<file path="src/rtl/nn_axis_tx.sv">
// nn_axis_tx: AXI-Stream master for the network result vector.
// A parallel vector of NUM_OUT words is captured on a one-cycle strobe and
// sent lowest word first, with tlast on the final word. One further vector
// can wait in a pending buffer; any vector beyond that is dropped and counted.
module nn_axis_tx #(
  parameter int NUM_OUT        = 10,
  parameter int DATA_WIDTH     = 16,
  parameter int DROP_CNT_WIDTH = 8
) (
  input  logic                          s_axi_aclk,
  input  logic                          reset,
  input  logic                          i_valid,
  input  logic [NUM_OUT*DATA_WIDTH-1:0] i_data,
  output logic [DATA_WIDTH-1:0]         m_axis_tdata,
  output logic                          m_axis_tvalid,
  input  logic                          m_axis_tready,
  output logic                          m_axis_tlast,
  output logic                          o_busy,
  output logic                          o_done,
  output logic [DROP_CNT_WIDTH-1:0]     o_drop_count
);

  localparam int VW = NUM_OUT * DATA_WIDTH;
  localparam int CW = (NUM_OUT > 1) ? $clog2(NUM_OUT) : 1;
  localparam logic [CW-1:0] LAST_IDX = CW'(NUM_OUT - 1);

  typedef enum logic {IDLE, SEND} state_t;

  state_t                    state;
  logic [VW-1:0]             active;
  logic [CW-1:0]             count;
  logic [VW-1:0]             pending;
  logic                      pend_full;
  logic                      done_q;
  logic [DROP_CNT_WIDTH-1:0] drop_count;

  logic beat;
  logic final_beat;

  // The word on the bus is always the low slice of the active register, so it
  // stays stable under backpressure without any extra holding logic.
  assign m_axis_tdata  = active[DATA_WIDTH-1:0];
  assign m_axis_tvalid = (state == SEND);
  assign m_axis_tlast  = (state == SEND) && (count == LAST_IDX);
  assign o_busy        = (state == SEND) || pend_full;
  assign o_done        = done_q;
  assign o_drop_count  = drop_count;

  assign beat       = (state == SEND) && m_axis_tready;
  assign final_beat = beat && (count == LAST_IDX);

  // Sequencer: load/shift the active vector, manage the pending slot and drops.
  // NOTE: every flop here uses <= so all updates see the pre-edge values; a
  // blocking '=' would let later statements read already-updated state.
  always_ff @(posedge s_axi_aclk) begin
    if (reset) begin
      state      <= IDLE;
      active     <= '0;
      count      <= '0;
      pending    <= '0;
      pend_full  <= 1'b0;
      done_q     <= 1'b0;
      drop_count <= '0;
    end else begin
      done_q <= final_beat;
      case (state)
        IDLE: begin
          // The pending slot is always empty here: SEND only falls back to
          // IDLE when nothing is waiting.
          if (i_valid) begin
            active <= i_data;
            count  <= '0;
            state  <= SEND;
          end
        end
        SEND: begin
          if (final_beat) begin
            if (pend_full) begin
              // Back-to-back: pending becomes active; a new arrival refills it.
              active <= pending;
              count  <= '0;
              if (i_valid) pending   <= i_data;
              else         pend_full <= 1'b0;
            end else if (i_valid) begin
              active <= i_data;
              count  <= '0;
            end else begin
              active <= active >> DATA_WIDTH;
              count  <= '0;
              state  <= IDLE;
            end
          end else begin
            if (beat) begin
              active <= active >> DATA_WIDTH;
              count  <= count + CW'(1);
            end
            if (i_valid) begin
              if (!pend_full) begin
                pending   <= i_data;
                pend_full <= 1'b1;
              end else if (drop_count != '1) begin
                drop_count <= drop_count + DROP_CNT_WIDTH'(1);
              end
            end
          end
        end
        default: state <= IDLE;
      endcase
    end
  end

endmodule
</file>
<file path="config.mk">
export PLATFORM = sky130hd
export DESIGN_NAME = nn_axis_tx
export DESIGN_NICKNAME = d
export VERILOG_FILES = /design/src/rtl/nn_axis_tx.sv
export SDC_FILE = /design/constraint.sdc
export NUM_CORES = 1
export LEC_CHECK = 0
export CORE_MARGIN = 5
export CORE_UTILIZATION = 40
export CTS_CLUSTER_DIAMETER = 200
export DETAILED_ROUTE_END_ITERATION = 6
export PLACE_DENSITY = 0.7
export SYNTH_ARGS = -nofsm -noshare
export SYNTH_HDL_FRONTEND = slang
export SYNTH_SLANG_ARGS = --single-unit
</file>
<file path="constraint.sdc">
create_clock -name s_axi_aclk -period 2 [get_ports s_axi_aclk]
set_clock_uncertainty 0.05 [all_clocks]
set_input_delay 0.3 -clock s_axi_aclk [delete_from_list [all_inputs] [get_ports s_axi_aclk]]
set_output_delay 0.3 -clock s_axi_aclk [all_outputs]
set_load 0.02 [all_outputs]
</file>
Word level (Yosys, flattened, before mapping)
Cells that the tools add are included.
{ "classes": {"add_sub_neg": 2, "eq_ne": 7, "n_mux": 21, "bitwise_logic": 2, "reduce_logical": 9} }
{ "op_table": {"columns": ["cell", "count"], "rows": [
  ["$mux W160", 9],
  ["$pmux W160 S2", 1],
  ["$mux W4", 3],
  ["$reduce_and A5 Y1", 2],
  ["$add A8 B1 Y8 const B", 1],
  ["$ne A8 B8 Y1 const B", 1],
  ["$pmux W4 S2", 1],
  ["$mux W1", 6],
  ["$ne A2 B2 Y1 const B", 3],
  ["$add A4 B1 Y4 const B", 1],
  ["$eq A4 B4 Y1 const B", 1],
  ["$reduce_and A2 Y1", 2],
  ["$logic_and A1 B1 Y1", 3],
  ["$ne A3 B1 Y1 const B", 1],
  ["$ne A2 B1 Y1 const B", 1],
  ["$not A1 Y1", 2],
  ["$pmux W1 S2", 1],
  ["$reduce_bool A2 Y1", 1],
  ["$logic_or A1 B1 Y1", 1]
]} }
{ "totals": {"regBits": 335, "input_bits": 164, "elab_cells": 48} }

Depth between registers and ports, before layout
Gate-level depths: netlist of the first run.
{ "logic_depth": {"word_depth": 4, "depth_mapped": 9, "depth_no_buf": 6} }

Worst setup path before layout of the first run
No wires, ideal clock.
{ "synth_timing": {"kind": "register -> register", "start": "register count[0]", "end": "register pending[100]", "arrival_ns": 1.770, "required_ns": 1.830, "setup_slack_ns": 0.061, "path_stages_with_launch": 9, "cell_sequence": "dfxtp_1 -> ha_1 -> nand3b_4 -> or3_1 -> and4_1 -> buf_2 -> buf_6 -> buf_6 -> mux2i_1"} }
{ "synth_via": {"elab_chain_len": 4, "elab_cells_between_ends": 7} }
{ "synth_lines": {"columns": ["item", "line", "source"], "rows": [
  ["start: declaration", "31", "logic [CW-1:0] count;"],
  ["start signal: assignment", "95", "count <= count + CW'(1);"],
  ["$eq A4 B4 Y1 *", "50", "assign final_beat = beat && (count == LAST_IDX);"],
  ["$logic_and A1 B1 Y1 *", "50", null],
  ["$ne A2 B1 Y1 (no line) (tied with other cells)", null, null],
  ["$reduce_and A5 Y1 (no line)", null, null],
  ["end signal: assignment", "82", "if (i_valid) pending <= i_data;"],
  ["end signal: assignment", "99", "pending <= i_data;"],
  ["end: declaration", "32", "logic [VW-1:0] pending;"]
]} }
Mark *: on every way between the ends. The rest lies on a longest branch, timed or not.
A chain may end at the register's enable or synchronous reset.

Worst setup path in the final report of the first run
{ "layout_timing": {"start": "register count[0]", "end": "register pending[151]"} }
The elaborated chain is that of the path after synthesis.

==> out/qor.yml, run 1 <==
wire_per_inst_um: 19.65
crit_type: "reg -> reg"
maxCapViolCount: 0
antenna_cells: 0
synth_cell_types: 43
fin_crit_ns: 1.948
grt_pass1_vias: 15080
area_delta_synth_final_pct: 24.06
via_count: 15610
p_leak_nw: 7.675
root_buffer: "clkbuf_16"
start_util_pct: 40.64
hold_class: "in -> reg"
cts_tree: "yes"
ir_drop_mv: 0.5590
placementRows: 75
critPathSlowestCell: "dfxtp_1"
slew-limit-headroom_pct: 46.98
crit_chain: "ha_4, buf_6, nand3b_4, or3_4, and4_4, buf_6, buf_12, mux2i_1"
setup_ws_ns: 0.05216
power.total_w: 0.01674
synth_fp_nets: 2234
grt_use_total_pct: 21.38
netlist_instances: 2067
yosysTopAreaCellShare_pct: 39.16
drc: 0
final-max-slew-violation-count: 0
die_w_um: 216.9
drt-initial-drc-count: 1436
yosys-top-cells-area: "dfxtp_1 39%, nand2b_1 12%, mux2i_1 9.4%"
cts_made_buffers: 38
fin_nets: 2344
firstDrtPassIters: 6
tightest_slew_ns: 0.7953
gp_congestion: 0.8170
syn_area_mm2: 0.01712
clk_pin_slew_ns: 0.06
grt_max_degree: 160
clkLatencyLatePin_ns: 0.54
finalCritPeriodShare_pct: 97.39
die_y_um: 216.9
synth_seq_area_share_pct: 39.16
core_mm2: 0.04213
crit_top_cell: "buf_6"
required_ns: 2.40
grt_pass1_wl_mm: 83.08
timing.fmax_mhz: 513.4
drive_gt1_share_pct: 7.860
die_area_mm2: 0.04705
drtAntennaViolNets: 0
hold_ws_ns: 0.06701
clock_sinks: 335
yosysWarnings: 0
slowest_delay_ns: 0.39
worstPathMaxFanout: 16
antenna_found_initial: 3
arrival_ns: 2.35
hpwl_mm: 34.21
pre_cts_ws_ns: -0.2656
grt_overflow: 0
endpoint_kind: "flip-flop"
h-tree-depth: 2
yosysTopAreaCell: "dfxtp_1"
hold_violations: 0
finalSetupViolCount: 0
synth_seq_cells: 335
port_buffers: 191
status: "completed"
io_pins: 192
mostFrequentLayoutCell: "dfxtp_1"
cts_buffer_depth: 3
viasPerCell: 5.696
drt_wl_total_mm: 53.84
p_per_area_mw_per_mm2: 787.9
start_kind: "flip-flop"
syn_avg_cell_area_um2: 8.284
final_cell_mix: "333 x dfxtp_1, 322 x nand2b_1, 182 x clkdlybuf4s50_1"
final cells by class:
class                           count  area, um^2
Tap cell                          539       674.4
Multi-Input combinational cell   1518        9554
Clock buffer                       54        1092
Timing Repair Buffer              281        3085
Fill cell                        3871       20890
Clock inverter                     10       115.1
Sequential cell                   335        6711
Inverter                            3       11.26
cell usage after synthesis:
cell	instances
or2_2	2
o31a_1	1
a22oi_1	143
nor3_1	19
or3_1	4
a211oi_1	3
and3b_1	1
o21ai_1	6
or4_1	1
a21oi_1	153
o221ai_1	1
buf_1	12
nand3_1	6
nand2_1	38
xor2_1	1
and3_1	1
o21a_1	1
buf_6	11
and2_1	2
ha_1	3
dfxtp_1	335
nand2b_1	323
nor2_1	171
o2111ai_1	1
o22ai_1	143
inv_1	3
o31ai_1	1
mux2_2	1
buf_4	16
o21ai_0	159
buf_2	22
nand4b_1	1
nand3b_4	1
nand4_1	3
a311oi_1	1
nor3_2	2
clkbuf_1	151
mux2i_1	161
nor4b_1	1
a221oi_1	16
o211ai_1	1
nor2b_1	143
and4_1	2
power by group:
part	switching [W]	total, W	internal, W
Clock	0.00285	0.00691	0.00406
Combinational	0.00126	0.00250	0.00124
Sequential	0.000282	0.00733	0.00705
critical path: cells and delay by family, from the launching register on:
kind / cells / cell delay (ns)
AND/OR/NAND/NOR: 3 / 0.72
flip-flops: 1 / 0.39
buffers and inverters: 3 / 0.37
multiplexers: 1 / 0.18
adder cells (fa/ha/maj): 1 / 0.15
registers in the layout, summed over array words and instances, names as in the netlist:
name,flops
pend_full,1
active,160
count,4
o_done,1
pending,160
o_drop_count,8
m_axis_tvalid,1
timing repair:
item | 4_1_cts | 5_1_grt
pin swaps | 0 | 7
setup buffers | 0 | 5
gates cloned | 0 | 6
resized for setup | 12 | 33
hold buffers | 0 | 0
endpoints found under the setup margin | 41 | 177
path summary, 6_finish.rpt:
check | start | to | slack [ns] | cells past startpoint
setup reg to reg | count[0] | pending[151] | 0.05 | 8
hold reg to reg | pending[104] | pending[104] | 0.42 | 2
setup / recovery | count[0] | pending[151] | 0.05 | 8
hold / removal | i_valid | pend_full | 0.07 | 3
kinds of logic (layout without fill, tap and decap cells):
group / count (synthesis) / after routing / synth area share (%)
XOR/XNOR: 1 / 1 / 0.05116
flip-flops: 335 / 335 / 39.16
buffers and inverters: 215 / 348 / 5.707
multiplexers: 162 / 162 / 9.477
AO/OA/AOI/OAI: 630 / 630 / 22.07
AND/OR/NAND/NOR: 721 / 722 / 23.31
adder cells (fa/ha/maj): 3 / 3 / 0.2192
layer usage:
metal	up-vias	track usage (%)	part of all wire, %
li1	7471	-	-
met4	6	8.490	3.7
met2	527	34.45	46
met1	7492	28.78	44
met5	-	0	0.063
met3	111	3.571	6.3
through the flow:
step	utilization [%]	setup TNS [ns]	instance area [um^2]	instances
floorplan	-	0	17120	2067
global placement	46.96	-33.86	19790	2665
detailed placement	46.96	-41.22	19790	2665
CTS	49.81	-0.4636	20990	2729
global route	50.42	-0.0004430	21240	2740
finish	50.42	0	21240	2740
(Power assumes the default switching activity.)
==> run 2: changes to the inputs <==
PLACE_DENSITY = 0.68   (was 0.7)
SKIP_LAST_GASP = 1   (was default)
clock period = 2.4 ns   (was 2 ns; I/O delays follow)
==> out/qor.yml, run 2 (synthesis results as in run 1) <==
p_per_area_mw_per_mm2: 679.8
critPathSlowestCell: "clkdlybuf4s50_1"
pre_cts_ws_ns: -0.04172
crit_type: "reg -> out"
place_area_mm2: 0.01963
root_buffer: "clkbuf_16"
core_mm2: 0.04213
path_delay_family: "buffers and inverters"
cts_hold_buf: 0
antenna_cells: 0
required_ns: 1.99
drive_gt1_share_pct: 6.083
setup_ws_ns: 0.07190
endpoint_kind: "primary output"
cts_tree: "yes"
drt_wl_total_mm: 53.80
clkLatencyLatePin_ns: 0.56
hold_violations: 0
placementRows: 75
cts_made_buffers: 40
status: "completed"
die_w_um: 216.9
p_leak_nw: 7.461
gp_congestion: 0.8391
wire_per_inst_um: 19.86
fin_cells: 2709
slowest_delay_ns: 0.63
slew-limit-headroom_pct: 26.23
hold_ws_ns: 0.07698
die_y_um: 216.9
grt_pass1_vias: 15000
drt-initial-drc-count: 1636
tightest_slew_ns: 1.103
tns_ns: 0
worstPathMaxFanout: 8
drtAntennaViolNets: 0
ir_drop_mv: 0.3652
die_area_mm2: 0.04705
start_kind: "flip-flop"
crit_chain: "buf_4, clkdlybuf4s50_1"
finalCritPeriodShare_pct: 97.00
critical_path_buf_inv_count: 2
maxCapViolCount: 0
r2r_setup_slack_ns: 0.22
grt_max_degree: 170
antenna_found_initial: 0
hold_class: "in -> reg"
drc: 0
clk_pin_slew_ns: 0.06
final_cell_mix: "333 x dfxtp_1, 322 x nand2b_1, 188 x clkdlybuf4s50_1"
cts_resized: 6
finalSetupViolCount: 0
grt_pass1_wl_mm: 84.28
firstDrtPassIters: 5
fin_area_mm2: 0.02092
port_buffers: 191
final-max-slew-violation-count: 0
hpwl_mm: 34.38
arrival_ns: 1.92
grt_use_total_pct: 21.86
clock_sinks: 335
rsz0062_at_grt: "false"
timing.fmax_mhz: 429.5
area_delta_synth_final_pct: 22.16
io_pins: 192
cts_buffer_depth: 3
h-tree-depth: 2
fin_crit_ns: 2.328
viasPerCell: 5.738
grt_overflow: 0
via_count: 15540
mostFrequentLayoutCell: "dfxtp_1"
fin_nets: 2313
start_util_pct: 40.64
post_cts_buffers: 0
dp_cells: 2643
## run 2: cell count changes in the layout (fill, tap and decap cells not counted), sizes merged
cell / previous run / this run
and4: 3 / 2
buf: 91 / 60
bufinv: 2 / 3
clkdlybuf4s15: 0 / 1
clkdlybuf4s50: 182 / 188
clkinv: 3 / 4
clkinvlp: 3 / 0
dlygate4sd2: 2 / 0
dlymetal6s2s: 3 / 0
## run 2: path summary, 6_finish.rpt
path	startpoint	to	cells after the start
max reg2reg	count[1]	active[146]	6
min reg2reg	pending[52]	pending[52]	2
min	i_valid	pend_full	3
max	m_axis_tvalid	m_axis_tvalid	2
## run 2: layer usage
layer	up-vias	wire, um	global-route usage, %
met5	-	0	0
met2	516	25310	35.90
met3	86	2854	3.016
met1	7525	24020	29.74
met4	0	1616	7.521
li1	7416	-	-
## run 2: worst min-delay path: stages
cell     delay [ns]
buf_4          0.16
nand3_1        0.07
a21oi_1        0.06
## run 2: per-stage QoR
step / total power, W / util (%)
after floorplan: 0.007393 / -
after detailed placement: 0.008242 / 46.60
after global routing: 0.01478 / 49.65
final: 0.01422 / 49.65
after CTS: 0.01433 / 49.65
after global placement: 0.008185 / 46.60
## run 2: power by group
part | internal (W) | switching (W) | leakage, nW
registers | 0.00587 | 0.000243 | 2.74
clock network | 0.00363 | 0.00244 | 0.628
logic | 0.000998 | 0.00103 | 4.09
## run 2: cell type report
| type | instances | area (um^2) |
|---|---|---|
| inverters | 3 | 11.26 |
| clock inverters | 9 | 131.4 |
| repair buffers | 249 | 2760 |
| well taps | 539 | 674.4 |
| multi-input cells | 1517 | 9484 |
| fillers | 3931 | 21220 |
| clock buffers | 57 | 1146 |
| flip-flops and latches | 335 | 6711 |
